File: src/rtl/sha256_arbiter.sv
// sha256_arbiter: shares one byte-stream sha256 core between NREQ requesters.
// A requester owns the core for a whole message; the arbiter keeps exactly one
// message in flight and returns the digest (or a timeout error) to the owner.
module sha256_arbiter #(
   parameter  int NREQ    = 2,
   parameter  int TIMEOUT = 4096,
   localparam int GW      = (NREQ > 1) ? $clog2(NREQ) : 1
) (
   input  logic                 clk,
   input  logic                 rstn,
   input  logic [NREQ-1:0]      req_valid,
   input  logic [NREQ-1:0]      req_last,
   input  logic [8*NREQ-1:0]    req_data,
   input  logic [32*NREQ-1:0]   req_id,
   output logic [NREQ-1:0]      req_ready,
   output logic                 sha_valid,
   output logic                 sha_last,
   output logic [7:0]           sha_data,
   output logic [31:0]          sha_id,
   input  logic                 sha_ready,
   input  logic                 sha_out_valid,
   input  logic [31:0]          sha_out_id,
   input  logic [60:0]          sha_out_len,
   input  logic [255:0]         sha_out_hash,
   output logic [NREQ-1:0]      rsp_valid,
   output logic                 rsp_err,
   output logic [31:0]          rsp_id,
   output logic [60:0]          rsp_len,
   output logic [255:0]         rsp_hash,
   output logic [GW-1:0]        grant,
   output logic                 busy
);

   localparam int SW = GW + 1;
   localparam int CW = $clog2(TIMEOUT) + 1;
   localparam logic [SW-1:0]   NREQ_W  = SW'(NREQ);
   localparam logic [CW-1:0]   CNT_LIM = CW'(TIMEOUT - 1);
   localparam logic [NREQ-1:0] ONE_W   = NREQ'(1);

   typedef enum logic [1:0] {
      S_IDLE   = 2'd0,
      S_STREAM = 2'd1,
      S_WAIT   = 2'd2
   } state_e;

   state_e          state_q, state_d;
   logic [GW-1:0]   grant_q, grant_d;
   logic [GW-1:0]   rr_q, rr_d;
   logic [31:0]     pend_id_q, pend_id_d;
   logic [CW-1:0]   cnt_q, cnt_d;
   logic [NREQ-1:0] rsp_valid_q, rsp_valid_d;
   logic            rsp_err_q, rsp_err_d;
   logic [31:0]     rsp_id_q, rsp_id_d;
   logic [60:0]     rsp_len_q, rsp_len_d;
   logic [255:0]    rsp_hash_q, rsp_hash_d;

   logic [2*NREQ-1:0] dbl_s;
   logic [NREQ-1:0]   rot_s;
   logic [SW-1:0]     off_s, sum_s, nxt_s;
   logic              pick_found_s;
   logic [GW-1:0]     pick_idx_s, rr_next_s;
   logic              sel_valid_s, sel_last_s;
   logic [7:0]        sel_data_s;
   logic [31:0]       sel_id_s;
   logic              xfer_last_s, match_s;

   // Round-robin pick: rotate the valid vector so rr_q sits at bit 0, take the first set bit.
   always_comb begin
      dbl_s        = {req_valid, req_valid} >> rr_q;
      rot_s        = dbl_s[NREQ-1:0];
      pick_found_s = 1'b0;
      off_s        = '0;
      for (int k = 0; k < NREQ; k++) begin
         if (!pick_found_s && rot_s[k]) begin
            pick_found_s = 1'b1;
            off_s        = SW'(k);
         end else begin
            pick_found_s = pick_found_s;
         end
      end
      sum_s = {1'b0, rr_q} + off_s;
      if (sum_s >= NREQ_W) begin
         sum_s = sum_s - NREQ_W;
      end else begin
         sum_s = sum_s;
      end
      pick_idx_s = sum_s[GW-1:0];
      nxt_s      = {1'b0, grant_q} + SW'(1);
      if (nxt_s >= NREQ_W) begin
         rr_next_s = '0;
      end else begin
         rr_next_s = nxt_s[GW-1:0];
      end
   end

   // Route the granted requester onto the core and its ready back to it.
   always_comb begin
      sel_valid_s = 1'b0;
      sel_last_s  = 1'b0;
      sel_data_s  = 8'h00;
      sel_id_s    = 32'h0000_0000;
      req_ready   = '0;
      for (int i = 0; i < NREQ; i++) begin
         if (grant_q == GW'(i)) begin
            sel_valid_s  = req_valid[i];
            sel_last_s   = req_last[i];
            sel_data_s   = req_data[8*i +: 8];
            sel_id_s     = req_id[32*i +: 32];
            req_ready[i] = (state_q == S_STREAM) ? sha_ready : 1'b0;
         end else begin
            req_ready[i] = 1'b0;
         end
      end
      sha_valid   = (state_q == S_STREAM) ? sel_valid_s : 1'b0;
      sha_last    = (state_q == S_STREAM) ? sel_last_s : 1'b0;
      sha_data    = sel_data_s;
      sha_id      = sel_id_s;
      xfer_last_s = sha_valid & sha_ready & sha_last;
      match_s     = sha_out_valid & (sha_out_id == pend_id_q);
   end

   // Next-state logic: arbitration, message lock, digest match and timeout response.
   always_comb begin
      state_d     = state_q;
      grant_d     = grant_q;
      rr_d        = rr_q;
      pend_id_d   = pend_id_q;
      cnt_d       = cnt_q;
      rsp_valid_d = '0;
      rsp_err_d   = rsp_err_q;
      rsp_id_d    = rsp_id_q;
      rsp_len_d   = rsp_len_q;
      rsp_hash_d  = rsp_hash_q;
      case (state_q)
         S_IDLE: begin
            if (pick_found_s) begin
               grant_d = pick_idx_s;
               state_d = S_STREAM;
            end else begin
               state_d = S_IDLE;
            end
         end
         S_STREAM: begin
            if (xfer_last_s) begin
               pend_id_d = sel_id_s;
               cnt_d     = '0;
               state_d   = S_WAIT;
            end else begin
               state_d = S_STREAM;
            end
         end
         S_WAIT: begin
            // A digest arriving in the timeout cycle still wins.
            if (match_s) begin
               rsp_valid_d = ONE_W << grant_q;
               rsp_err_d   = 1'b0;
               rsp_id_d    = sha_out_id;
               rsp_len_d   = sha_out_len;
               rsp_hash_d  = sha_out_hash;
               rr_d        = rr_next_s;
               state_d     = S_IDLE;
            end else if (cnt_q == CNT_LIM) begin
               rsp_valid_d = ONE_W << grant_q;
               rsp_err_d   = 1'b1;
               rsp_id_d    = pend_id_q;
               rsp_len_d   = 61'd0;
               rsp_hash_d  = 256'd0;
               rr_d        = rr_next_s;
               state_d     = S_IDLE;
            end else begin
               cnt_d = cnt_q + CW'(1);
            end
         end
         default: begin
            state_d = S_IDLE;
         end
      endcase
   end

   // State and response registers; reset drops any in-flight message.
   always_ff @(posedge clk or negedge rstn) begin
      if (!rstn) begin
         state_q     <= S_IDLE;
         grant_q     <= '0;
         rr_q        <= '0;
         pend_id_q   <= 32'h0000_0000;
         cnt_q       <= '0;
         rsp_valid_q <= '0;
         rsp_err_q   <= 1'b0;
         rsp_id_q    <= 32'h0000_0000;
         rsp_len_q   <= 61'd0;
         rsp_hash_q  <= 256'd0;
      end else begin
         state_q     <= state_d;
         grant_q     <= grant_d;
         rr_q        <= rr_d;
         pend_id_q   <= pend_id_d;
         cnt_q       <= cnt_d;
         rsp_valid_q <= rsp_valid_d;
         rsp_err_q   <= rsp_err_d;
         rsp_id_q    <= rsp_id_d;
         rsp_len_q   <= rsp_len_d;
         rsp_hash_q  <= rsp_hash_d;
      end
   end

   assign rsp_valid = rsp_valid_q;
   assign rsp_err   = rsp_err_q;
   assign rsp_id    = rsp_id_q;
   assign rsp_len   = rsp_len_q;
   assign rsp_hash  = rsp_hash_q;
   assign grant     = grant_q;
   assign busy      = (state_q != S_IDLE);

endmodule

File: config.mk
export PLATFORM = sky130hd
export DESIGN_NAME = sha256_arbiter
export DESIGN_NICKNAME = d
export VERILOG_FILES = /design/src/rtl/sha256_arbiter.sv
export SDC_FILE = /design/constraint.sdc
export NUM_CORES = 1
export LEC_CHECK = 0
export BUFFER_PORTS_ARGS = -buffer_cell sky130_fd_sc_hd__buf_2
export CAP_MARGIN = 20
export CORE_AREA = 2 2 323 325
export CTS_BUF_LIST = sky130_fd_sc_hd__clkbuf_4
export CTS_CLUSTER_DIAMETER = 50
export CTS_CLUSTER_SIZE = 14
export DETAILED_ROUTE_END_ITERATION = 6
export DIE_AREA = 0 0 325 327
export GPL_TIMING_DRIVEN = 1
export PLACE_DENSITY = 0.38
export SLEW_MARGIN = 40
export SYNTH_ARGS = -nofsm -noshare
export SYNTH_HDL_FRONTEND = slang
export SYNTH_SLANG_ARGS = --single-unit
File: constraint.sdc
create_clock -name clk -period 2.5 [get_ports clk]
set_input_delay 0.25 -clock clk [delete_from_list [all_inputs] [get_ports clk]]
set_output_delay 0.25 -clock clk [all_outputs]
set_load 0.1 [all_outputs]
# Word level (Yosys, flattened, before mapping)
# Cells that the tools add are included.
# totals
reg_bits	401
latch_bits	0
ramBits	0
rom_bits	0
input_bits	437
wordCells	75
n_memories	0
# classes
n_addsub	4
multipliers	0
div	0
n_lt_le_gt_ge	2
eq_ne	8
n_shift	2
mux	36
bitwise	3
reduce_logical	10
# ops
op	n
$mux 256	2
$mux 61	2
$mux 32	3
$mux 13	3
$eq 32x32->1	1
$pmux 13 s2	1
$mux 1	17
$add 13x1->13 const B	1
$eq 13x12->1 const B	1
$mux 2	6
$mux 8	1
$ne 2x2->1 const B	3
$pmux 2 s3	1
$reduce_and 2->1	3
$reduce_bool 2->1	3
$ge 2x2->1 const B	2
$reduce_and 4->1	1
$shr 4x1->2	1
$and 1x1->1	3
$ne 3x3->1 const B	1
$add 1x1->2	1
$add 1x1->2 const B	1
$eq 2x1->1 const B	1
$eq 2x2->1 const B	1
5 further kinds	5

# Logic depth before layout (Yosys ltp)
# Gate-level depths: netlist of run 1.
# depth
depth_word	8
depth_mapped	10
mapped_depth_nobuf	7

# Least setup slack after synthesis of run 1
# No wires, ideal clock.
# synth_timing
path_kind	reg-to-output
start	register grant_q, in the netlist grant
end	output req_ready[0]
t_arrival_ns	3.783
required_time_ns	2.250
setup_slack_ns	-1.533
path_stages_with_launch	5
path_buffers	3
cell_sequence	dfrtp_1 > buf_2 > buf_1 > clkbuf_1 > nor3b_1
# synth_between
elab_chain_len	1
# synth_rtl
item	line_no	text
from (decl)	47	logic [GW-1:0] grant_q, grant_d;
from (signal assigned)	195	grant_q <= grant_d;
$mux 1	104	if (grant_q == GW'(i)) begin
to (decl)	15	output logic [NREQ-1:0] req_ready,
# Every way passes these cells.

# Worst setup path after layout of run 1
# layout_timing
start	register grant_q, in the netlist grant
end	output sha_id[9]
# layout_between
elab_chain_len	1
# layout_rtl
item	line_no	text
$mux 32	104	
to (decl)	19	output logic [31:0] sha_id,
# Every way passes these cells.

==> summary.md, run 1 <==
| Metric | Value |
|---|---|
| Core Footprint | 0.103 mm² |
| Cell count after synthesis | 1718 |
| CTS tree | built |
| Pin slew with the least headroom to its limit | 0.582 ns |
| Final HPWL DP | 50500 µm |
| Number of H-tree levels | 3 |
| Comb pwr share | 31.1% |
| Number of distinct library cells after synthesis | 41 |
| Cell Chain, Critical Path | buf_16, mux2_2, buf_8 |
| Post-placement cell count | 3888 |
| Combinational family with the most area after synthesis | simple AND/OR/NAND/NOR gates |
| Leakage dissipation | 17.3 nW |
| Setup repair after global routing missed its margin | true |
| Clock-pin slew reported for the worst setup and hold paths after clock tree synthesis | 0.10 ns |
| Chip Width | 325 µm |
| Share of synthesized registers carrying an async set or reset | 100% |
| Initial Utilization | 16.4% |
| Share of layout cells above drive strength 1 | 34.9% |
| Wire length after detailed routing | 74700 µm |
| Power Density | 597 mW/mm² |
| Clock latency on the worst-skew pair | 0.90 ns |
| Dominant cell by count in the synthesized netlist | sky130_fd_sc_hd__nand2_1 |
| Number of antenna violations at the first check in global routing | 4 |
| Adder-cell share of the synthesized area | 0.0742% |
| Via count normalized by instance count | 3.91 |
| Sw frac | 34.1% |
| Pre-CTS worst setup slack | 0.109 ns |
| Total global routing track utilization | 13.6% |
| Worst R2R Setup Slack | 0.19 ns |
| Seq cells post-synth | 401 |
| Compound-cell area share of the yosys netlist | 1.16% |
| GR Overflow Total | 0 |
| Slowest library cell on the worst path | sky130_fd_sc_hd__dfrtp_4 |
| Relative slew slack | 61.5% |
| Placed Area | 0.0231 mm² |
| Endpoint class of the critical path | primary output |
| Total net switching power | 6.52 mW |
| Final instance count without filler cells | 4716 |
| CP max stage delay | 0.54 ns |
| I/O pins | 835 |
| Number of nets in the final layout | 3716 |
| Mux share of post-synthesis cell area | 7.70% |
| Slew Limit Fails | 0 |
| Detailed-route wire length per cell | 15.8 µm |
| Port Buffers | 834 |
| Syn Nets | 2156 |
| CTS Buffer Depth | 3 |
| Hold Crit Endpoint | rsp_hash[139]$_DFFE_PN0P_ |
| Post-synth EDFFs | 0 |
| Maximum vdd drop | 0.738 mV |
| Max Clock Skew | 0.0737 ns |
| Arrival time of data at the critical path endpoint | 2.19 ns |
| Simple-gate area share of the yosys netlist | 26.1% |
| Top cell type by total area after synthesis | sky130_fd_sc_hd__dfrtp_1 |
| Class of the most critical setup path | reg -> out |
| Internal Pwr Total | 12.6 mW |
| TritonCTS Buffers | 70 |
| Routability Congestion | 0.772 |
| Post-route cell area | 0.0320 mm² |
| Number of cell rows | 118 |
| Clock period minus final worst setup slack | 2.44 ns |
| Main area contributors after synthesis | sky130_fd_sc_hd__dfrtp_1 (59%), sky130_fd_sc_hd__nand2_1 (14%), sky130_fd_sc_hd__nand3_1 (9.7%) |
| Hold Violations, Final | 0 |
| Starting DRC count in detailed routing | 666 |
| Min-Delay Startpoint | sha_out_hash[139] |
| Critical path peak fanout | 21 |
| Kind of launch point of the worst setup path | flop |
| RR Startpoint | cnt_q[0]$_DFFE_PN0P_ |
| Worst min-delay path category | in -> reg |
| Warnings, synthesis | 0 |
| Sequential fraction of the synthesis area | 59.5% |
| CTS root buffer | sky130_fd_sc_hd__clkbuf_4 |
| Yosys top cell area share | 59.5% |
| Worst R2R Path Depth | 9 |
| Run status | finished, final reports clean |
| Residual DRC count | 0 |
| Required time reported for the critical path endpoint | 2.25 ns |
| Fin crit share | 97.5% |
| DR pass1 iterations | 6 |
| XOR/XNOR Fraction of Synth Area | 1.61% |
| Final setup vio count | 0 |
| Relative contribution of the clock network to total power | 31.6% |
| Setup tns final | 0 ns |
| Sequential power share | 37.3% |
| Worst Setup Slack, final | 0.0631 ns |
| Top FF cell, synth | sky130_fd_sc_hd__dfrtp_1 |
| Area added between synthesis and finish | 89.7% |
| Synthesized area per cell | 9.82 µm² |
| Die height | 327 µm |
| Pin count of the biggest net entering global routing | 74 |
| TritonCTS Sinks | 401 |
| Number of nets with antenna violations after detailed routing | 0 |
| Most instantiated cells after synthesis | sky130_fd_sc_hd__nand2_1 (645), sky130_fd_sc_hd__dfrtp_1 (401), sky130_fd_sc_hd__nand3_1 (328) |
| Die area | 0.106 mm² |
| Number of max-capacitance violations reported | 0 |
| Crit Reg-Reg Endpoint | rsp_hash[140]$_DFFE_PN0P_ |
| Maximum operating frequency | 0.410 GHz |
| Worst Hold Path Cells | 4 |
| Wire length of the first global-routing pass | 114000 µm |
| Via count of the first global-routing pass | 19700 |
| Overall via count from detail_route | 18400 |
| Cell area after synthesis | 0.0169 mm² |
-- repair_timing --
item / CTS / global route
setup endpoints to repair: 45 / 145
endpoints found under the hold margin: 763 / 0
gates resized for setup: 107 / 51
gates cloned: 1 / 3
pin swaps: 2 / 4
hold buffers: 688 / 0
setup buffers: 1 / 6
-- logic make-up (layout without fill, tap and decap cells) --
family,Yosys count,after routing
buf+inv,125,1738
compound gates,26,26
xor+xnor,31,31
flops,401,401
simple gates,1028,1029
mux,106,106
other cells,0,4
fa+ha+maj,1,1
-- power groups by stage --
stage | logic [mW] | registers [mW] | clock network (mW)
6_report | 5.94 | 7.13 | 6.05
5_1_grt | 6.24 | 7.19 | 6.62
4_1_cts | 5.64 | 7.13 | 6.39
3_5_place_dp | 4.04 | 7.25 | 0
3_3_place_gp | 4.04 | 7.25 | 0
2_1_floorplan | 2.88 | 7.20 | 0
-- metal layers --
layer	global-route usage, %	wire length, µm
met2	22.7	35900
met3	3.97	5160
met5	0	0
met4	5.72	2470
met1	16.3	31200
-- stage by stage --
stage                     hold WS (ns)  util (%)  total power [mW]
final                            0.165      31.1              19.1
after global routing            0.0755      31.1              20.0
after CTS                     0.000493      30.8              19.2
after detailed placement         0.251      22.5              11.3
after global placement           0.248      22.5              11.3
after floorplan                -0.0456         -              10.1
-- area by class of cell --
cell class / instances / area, µm²
clock inverter: 53 / 686
sequential: 401 / 10000
inverter: 4 / 15.0
clock buffer: 73 / 548
multi-input combinational: 1193 / 6300
antenna: 4 / 10.0
timing repair buffer: 1608 / 12700
fill: 10900 / 70900
tap: 1380 / 1730
-- worst max-delay path by stage --
stage / startpoint / endpoint / slack [ns] / cells past startpoint
global route: grant$_DFFE_PN0P_ / sha_id[9] / -0.09 / 3
floorplan: grant$_DFFE_PN0P_ / pend_id_q[0]$_DFFE_PN0P_ / 0.01 / 7
CTS: grant$_DFFE_PN0P_ / sha_id[27] / -0.15 / 3
detailed placement: cnt_q[0]$_DFFE_PN0P_ / rsp_id[2]$_DFFE_PN0P_ / 0.11 / 9
global placement: cnt_q[0]$_DFFE_PN0P_ / rsp_id[2]$_DFFE_PN0P_ / 0.15 / 9
finish: grant$_DFFE_PN0P_ / sha_id[9] / 0.06 / 3
-- critical path: cells and delay by family, from the launching register on --
kind,cells,cell delay (ns)
flip-flops,1,0.54
buffers and inverters,2,0.39
multiplexers,1,0.39
-- state kept, by name (all words and copies together), names as in the netlist --
register   flops
cnt_q         13
grant          1
rsp_id        32
state_q        2
rsp_valid      2
pend_id_q     32
rsp_hash     256
rsp_len       61
rr_q           1
rsp_err        1
-- placed cells by master (no fill, tap or decap), types with 14 or more instances in the layout --
| cell | count |
|---|---|
| sky130_fd_sc_hd__buf_4 | 51 |
| sky130_fd_sc_hd__buf_2 | 789 |
| sky130_fd_sc_hd__mux2_4 | 46 |
| sky130_fd_sc_hd__nand3_1 | 328 |
| sky130_fd_sc_hd__dlygate4sd3_1 | 686 |
| sky130_fd_sc_hd__xnor2_1 | 24 |
| sky130_fd_sc_hd__clkbuf_4 | 73 |
| sky130_fd_sc_hd__buf_12 | 49 |
| sky130_fd_sc_hd__bufinv_16 | 14 |
| sky130_fd_sc_hd__mux2_2 | 58 |
| sky130_fd_sc_hd__nand2_1 | 645 |
| sky130_fd_sc_hd__buf_6 | 19 |
| sky130_fd_sc_hd__dfrtp_1 | 400 |
No activity file was read; power rests on OpenSTA's default activity.
==> run 2, diff against run 1 <==
--- a/config.mk
+++ b/config.mk
@@ -7,15 +7,16 @@
 export LEC_CHECK = 0
 export BUFFER_PORTS_ARGS = -buffer_cell sky130_fd_sc_hd__buf_2
 export CAP_MARGIN = 20
-export CORE_AREA = 2 2 323 325
+export CORE_AREA = 2 2 321 323
 export CTS_BUF_LIST = sky130_fd_sc_hd__clkbuf_4
 export CTS_CLUSTER_DIAMETER = 50
 export CTS_CLUSTER_SIZE = 14
 export DETAILED_ROUTE_END_ITERATION = 6
-export DIE_AREA = 0 0 325 327
+export DIE_AREA = 0 0 323 325
 export GPL_TIMING_DRIVEN = 1
-export PLACE_DENSITY = 0.38
+export PLACE_DENSITY = 0.4
 export SLEW_MARGIN = 40
 export SYNTH_ARGS = -nofsm -noshare
 export SYNTH_HDL_FRONTEND = slang
 export SYNTH_SLANG_ARGS = --single-unit
+export TNS_END_PERCENT = 1
==> constraint.sdc (replaced) <==
create_clock -name clk -period 2.2 [get_ports clk]
set_input_delay 0.22 -clock clk [delete_from_list [all_inputs] [get_ports clk]]
set_output_delay 0.22 -clock clk [all_outputs]
set_load 0.1 [all_outputs]
==> summary.md, run 2 (synthesized netlist as in run 1, its figures left out) <==
| Metric | Value |
|---|---|
| GRT met2 Usage | 23.6% |
| Layout filler cell count | 10700 |
| Number of cell rows | 117 |
| Kind of launch point of the worst setup path | flop |
| Worst min-delay path category | in -> reg |
| Class of the most critical setup path | reg -> out |
| Peak-usage layer in the global routing report | met2 |
| Arrival time of data at the critical path endpoint | 2.25 ns |
| Leakage dissipation | 17.4 nW |
| Routability Congestion | 0.759 |
| Final setup vio count | 46 |
| Stages on worst setup path | 3 |
| Worst R2R Path Depth | 6 |
| Run status | finished, violations left |
| Global routing met3 resource utilization | 4.33% |
| Starting DRC count in detailed routing | 702 |
| Via count of the first global-routing pass | 19800 |
| Area added between synthesis and finish | 90.2% |
| Crit Reg-Reg Endpoint | cnt_q[2]$_DFFE_PN0P_ |
| Most frequent standard cell in the layout excluding fill and tap cells | sky130_fd_sc_hd__buf_2 |
| Maximum operating frequency | 0.404 GHz |
| CTS Buffer Depth | 3 |
| I/O pins | 835 |
| Total global routing track utilization | 13.7% |
| Via count normalized by instance count | 3.89 |
| GR Overflow Total | 0 |
| Top library cells by usage in the layout, fill and taps aside | sky130_fd_sc_hd__buf_2 (786), sky130_fd_sc_hd__dlygate4sd3_1 (703), sky130_fd_sc_hd__nand2_1 (643) |
| Worst hold margin | 0.147 ns |
| TritonCTS Buffers | 68 |
| Critical path peak fanout | 21 |
| Timing endpoint of the critical path | sha_id[7] |
| Number of nets in the final layout | 3759 |
| Worst R2R Setup Slack | -0.01 ns |
| Final instance count without filler cells | 4745 |
| Residual DRC count | 0 |
| Chip Width | 323 µm |
| Bufs and invs on worst path | 2 |
| Slew Limit Fails | 0 |
| Number of antenna violations at the first check in global routing | 7 |
| Worst setup path startpoint | grant$_DFFE_PN0P_ |
| DR pass1 iterations | 5 |
| Wire length after detailed routing | 73600 µm |
| Required time reported for the critical path endpoint | 1.98 ns |
| Cell Chain, Critical Path | buf_16, mux2_2, buf_6 |
| Number of max-capacitance violations reported | 0 |
| Clock latency on the worst-skew pair | 0.90 ns |
| Relative slew slack | 61.4% |
| CTS tree | built |
| Detailed-route wire length per cell | 15.5 µm |
| Final HPWL DP | 51100 µm |
| Max reg flops | 256 |
| Power Density | 654 mW/mm² |
| Hold Violations, Final | 0 |
| CTS root buffer | sky130_fd_sc_hd__clkbuf_4 |
| Violated checks | negative setup slack |
| Port Buffers | 834 |
| Die area | 0.105 mm² |
| RR Startpoint | grant$_DFFE_PN0P_ |
| Overall via count from detail_route | 18400 |
| Slowest library cell on the worst path | sky130_fd_sc_hd__dfrtp_4 |
| Setup tns final | -9.80 ns |
| Pin count of the biggest net entering global routing | 59 |
| Number of H-tree levels | 3 |
| Core Footprint | 0.101 mm² |
| Share of layout cells above drive strength 1 | 35.3% |
| Maximum vdd drop | 0.682 mV |
| Clock period minus final worst setup slack | 2.47 ns |
| Clock-pin slew reported for the worst setup and hold paths after clock tree synthesis | 0.13 ns |
| Pin slew with the least headroom to its limit | 0.583 ns |
| Worst Setup Slack, final | -0.274 ns |
| Fin crit share | 112% |
| Wire length of the first global-routing pass | 113000 µm |
| Setup repair after global routing missed its margin | true |
| Die height | 325 µm |
| TritonCTS Sinks | 401 |
| Routing usage on met1 | 15.8% |
| Initial Utilization | 16.7% |
| Family with the most delay on the worst path | flip-flops |
| CP max stage delay | 0.53 ns |
| Endpoint class of the critical path | primary output |
| Finished Core Util | 31.7% |
| Max Clock Skew | 0.0851 ns |
| Post-placement cell count | 3912 |
| Number of nets with antenna violations after detailed routing | 0 |
-- run 2: worst min-delay path by stage --
| stage | from | endpoint | slack [ns] | cells after the start |
|---|---|---|---|---|
| 3_5_place_dp | rstn | pend_id_q[21]$_DFFE_PN0P_ | 0.27 | 1 |
| 2_1_floorplan | rstn | cnt_q[0]$_DFFE_PN0P_ | -0.08 | 0 |
| 4_1_cts | sha_out_hash[43] | rsp_hash[43]$_DFFE_PN0P_ | 0.0003 | 4 |
| 5_1_grt | sha_out_hash[33] | rsp_hash[33]$_DFFE_PN0P_ | 0.007 | 4 |
| 3_3_place_gp | rstn | pend_id_q[21]$_DFFE_PN0P_ | 0.26 | 1 |
| 6_report | sha_out_hash[33] | rsp_hash[33]$_DFFE_PN0P_ | 0.15 | 4 |
-- run 2: per-layer routing --
layer,vias up,routed length [µm]
met5,-,36
met3,117,5490
met1,8819,29700
li1,8892,-
met2,613,36300
met4,6,2010
-- run 2: worst reg2reg max path: stages, from the launching register on --
cell,delay [ns]
sky130_fd_sc_hd__dfrtp_4,0.57
sky130_fd_sc_hd__buf_4,0.19
sky130_fd_sc_hd__mux2i_2,0.16
sky130_fd_sc_hd__nor2_4,0.11
sky130_fd_sc_hd__and3_2,0.45
sky130_fd_sc_hd__o21ai_4,0.18
sky130_fd_sc_hd__a221o_1,0.37
-- run 2: through the flow --
step	setup WS, ns	area (µm²)	power (mW)
3_3_place_gp	0.0189	23400	13.0
5_1_grt	-0.491	32100	22.1
6_report	-0.274	32100	21.0
2_1_floorplan	-0.267	16900	11.5
4_1_cts	-0.496	32000	21.3
3_5_place_dp	-0.0477	23400	13.0
-- run 2: area by class of cell --
type / instances / area (µm²) / share of cell area [%]
multi-input combinational: 1192 / 6260 / 19.5
antenna: 6 / 15.0 / 0.0468
clock buffer: 76 / 571 / 1.78
timing repair buffer: 1654 / 13000 / 40.4
clock inverter: 44 / 520 / 1.62
sequential: 401 / 10000 / 31.3
inverter: 4 / 15.0 / 0.0468
tap: 1368 / 1710 / 5.33
-- run 2: timing repair --
action                                  CTS  global route
endpoints found under the setup margin  359           416
pin swaps                                 1             2
hold buffers                            704             0
hold endpoints to repair                758             0
buffers inserted                          2             0
gates resized for setup                 116            20
gates cloned                              1             0
-- run 2: where the power goes --
group | internal (mW) | switching, mW | leakage (nW)
clock | 2.88 | 3.36 | 0.594
combinational | 3.08 | 3.58 | 11.3
sequential | 7.71 | 0.366 | 5.52
total | 13.7 | 7.31 | 17.4
==> run 3, diff against run 2 <==
--- a/config.mk
+++ b/config.mk
@@ -7,14 +7,14 @@
 export LEC_CHECK = 0
 export BUFFER_PORTS_ARGS = -buffer_cell sky130_fd_sc_hd__buf_2
 export CAP_MARGIN = 20
-export CORE_AREA = 2 2 321 323
+export CORE_AREA = 2 2 323 325
 export CTS_BUF_LIST = sky130_fd_sc_hd__clkbuf_4
 export CTS_CLUSTER_DIAMETER = 50
 export CTS_CLUSTER_SIZE = 14
 export DETAILED_ROUTE_END_ITERATION = 6
-export DIE_AREA = 0 0 323 325
+export DIE_AREA = 0 0 325 327
 export GPL_TIMING_DRIVEN = 1
-export PLACE_DENSITY = 0.4
+export PLACE_DENSITY = 0.38
 export SLEW_MARGIN = 40
 export SYNTH_ARGS = -nofsm -noshare
 export SYNTH_HDL_FRONTEND = slang
==> constraint.sdc (replaced) <==
create_clock -name clk -period 2.4 [get_ports clk]
set_input_delay 0.24 -clock clk [delete_from_list [all_inputs] [get_ports clk]]
set_output_delay 0.24 -clock clk [all_outputs]
set_load 0.1 [all_outputs]
==> summary.md, run 3 (synthesized netlist as in run 1, its figures left out) <==
| Metric | Value |
|---|---|
| Routed length on met2 | 35700 µm |
| Chip Width | 325 µm |
| Slew Limit Fails | 0 |
| Wire length of the first global-routing pass | 113000 µm |
| Worst R2R Path Depth | 8 |
| Setup tns final | -0.231 ns |
| Area added between synthesis and finish | 90.0% |
| Final HPWL DP | 49800 µm |
| Hold Crit Endpoint | rsp_hash[195]$_DFFE_PN0P_ |
| Relative slew slack | 49.4% |
| Top library cells by usage in the layout, fill and taps aside | sky130_fd_sc_hd__buf_2 (787), sky130_fd_sc_hd__dlygate4sd3_1 (680), sky130_fd_sc_hd__nand2_1 (641) |
| Via count of the first global-routing pass | 19500 |
| Clock period minus final worst setup slack | 2.43 ns |
| Number of nets in the final layout | 3730 |
| Port Buffers | 834 |
| Crit Reg-Reg Endpoint | rsp_len[43]$_DFFE_PN0P_ |
| Min-Delay Startpoint | sha_out_hash[195] |
| Setup repair after global routing missed its margin | true |
| Wire length after detailed routing | 73700 µm |
| CTS Buffer Depth | 3 |
| Fin crit share | 101% |
| Number of antenna violations at the first check in global routing | 6 |
| Clock latency on the worst-skew pair | 0.86 ns |
| Max reg flops | 256 |
| Layout filler cell count | 11000 |
| CTS root buffer | sky130_fd_sc_hd__clkbuf_4 |
| Number of cell rows | 118 |
| RR Startpoint | cnt_q[0]$_DFFE_PN0P_ |
| CTS tree | built |
| Class of the most critical setup path | reg -> out |
| Worst min-delay path category | in -> reg |
| Multi-input gate area | 0.00631 mm² |
| Arrival time of data at the critical path endpoint | 2.19 ns |
| Pin count of the biggest net entering global routing | 120 |
| Hold Violations, Final | 0 |
| Leakage dissipation | 17.4 nW |
| Die area | 0.106 mm² |
| DR pass1 iterations | 5 |
| Worst R2R Setup Slack | 0.05 ns |
| Maximum vdd drop | 0.823 mV |
| Finished Core Util | 31.2% |
| Total global routing track utilization | 13.4% |
| Critical path peak fanout | 6 |
| Number of max-capacitance violations reported | 0 |
| GR Overflow Total | 0 |
| Worst Setup Slack, final | -0.0325 ns |
| Register Area | 0.0100 mm² |
| Highest metal layer with signal wires | met5 |
| Max Clock Skew | 0.0771 ns |
| Met3 wirelength from detailed routing | 5140 µm |
| Kind of launch point of the worst setup path | flop |
| Worst Hold Path Cells | 4 |
| Core Footprint | 0.103 mm² |
| Worst hold margin | 0.192 ns |
| Via count normalized by instance count | 3.89 |
| Run status | finished, violations left |
| Routability Congestion | 0.775 |
| Required time reported for the critical path endpoint | 2.16 ns |
| Maximum operating frequency | 0.411 GHz |
| Most frequent standard cell in the layout excluding fill and tap cells | sky130_fd_sc_hd__buf_2 |
| Overall power | 19.6 mW |
| Final setup vio count | 26 |
| Share of layout cells above drive strength 1 | 35.6% |
| TritonCTS Sinks | 401 |
| Clock-pin slew reported for the worst setup and hold paths after clock tree synthesis | 0.10 ns |
| Residual DRC count | 0 |
| Number of nets with antenna violations after detailed routing | 0 |
| Pin slew with the least headroom to its limit | 0.759 ns |
| Initial Utilization | 16.4% |
| Overall via count from detail_route | 18400 |
| Detailed-route wire length per cell | 15.6 µm |
| Die height | 327 µm |
| Number of H-tree levels | 3 |
| I/O pins | 835 |
| TritonCTS Buffers | 75 |
| Starting DRC count in detailed routing | 786 |
| Power Density | 612 mW/mm² |
| Endpoint class of the critical path | primary output |
| WL met1 | 30100 µm |
| Violated checks | negative setup slack |
## run 3: cell count changes in the layout (fill, tap and decap cells not counted), moves of 10 or more
cell	delta
sky130_fd_sc_hd__buf_12	+27
sky130_fd_sc_hd__dlygate4sd3_1	-23
sky130_fd_sc_hd__buf_4	-16
sky130_fd_sc_hd__buf_8	-16
sky130_fd_sc_hd__buf_6	-12
sky130_fd_sc_hd__clkbuf_4	+10
## run 3: worst max-delay path by stage
stage | startpoint | endpoint | slack [ns]
after floorplan | grant$_DFFE_PN0P_ | pend_id_q[0]$_DFFE_PN0P_ | -0.07
after global placement | pend_id_q[4]$_DFFE_PN0P_ | rsp_hash[29]$_DFFE_PN0P_ | -0.03
after detailed placement | pend_id_q[4]$_DFFE_PN0P_ | rsp_hash[18]$_DFFE_PN0P_ | 0.03
after CTS | grant$_DFFE_PN0P_ | sha_id[9] | -0.26
after global routing | grant$_DFFE_PN0P_ | sha_id[28] | -0.19
final | grant$_DFFE_PN0P_ | sha_id[9] | -0.03
## run 3: metal layers
metal / global-route usage, % / vias to the layer above
met4: 5.60 / 4
met5: 0 / -
met3: 3.89 / 141
met2: 22.8 / 628
met1: 15.7 / 8761
li1: - / 8855
## run 3: through the flow
| step | setup slack (ns) | cell area, µm² | instances |
|---|---|---|---|
| after global placement | -0.0345 | 23300 | 3904 |
| after CTS | -0.264 | 31700 | 4721 |
| after floorplan | -0.0669 | 16900 | 1718 |
| after global routing | -0.189 | 32100 | 4730 |
| after detailed placement | 0.0272 | 23300 | 3904 |
| final | -0.0325 | 32100 | 4730 |
## run 3: power breakdown
| part | total [mW] | internal, mW | switching, mW | leakage (nW) |
|---|---|---|---|---|
| Combinational | 6.48 | 3.11 | 3.36 | 11.2 |
| Sequential | 7.38 | 7.07 | 0.306 | 5.52 |
| Clock | 5.76 | 2.69 | 3.08 | 0.615 |
## run 3: cell type report
class	instances	area share [%]
well taps	1380	5.39
multi-input cells	1192	19.7
inverters	4	0.0468
flip-flops and latches	401	31.3
diodes	2	0.0156
clock buffers	86	2.01
repair buffers	1618	40.1
clock inverters	47	1.47
## run 3: timing repair
action,CTS,global route
setup buffers,2,2
gates cloned,1,5
hold buffers,681,0
pin swaps,3,5
setup endpoints to repair,217,149
endpoints found under the hold margin,762,0
resized for setup,123,57
## run 3: worst max-delay path, stage by stage (launching register included)
cell and delay (ns):
sky130_fd_sc_hd__dfrtp_4 0.50, sky130_fd_sc_hd__buf_12 0.16, sky130_fd_sc_hd__buf_16 0.15, sky130_fd_sc_hd__mux2_2 0.34, sky130_fd_sc_hd__buf_12 0.18
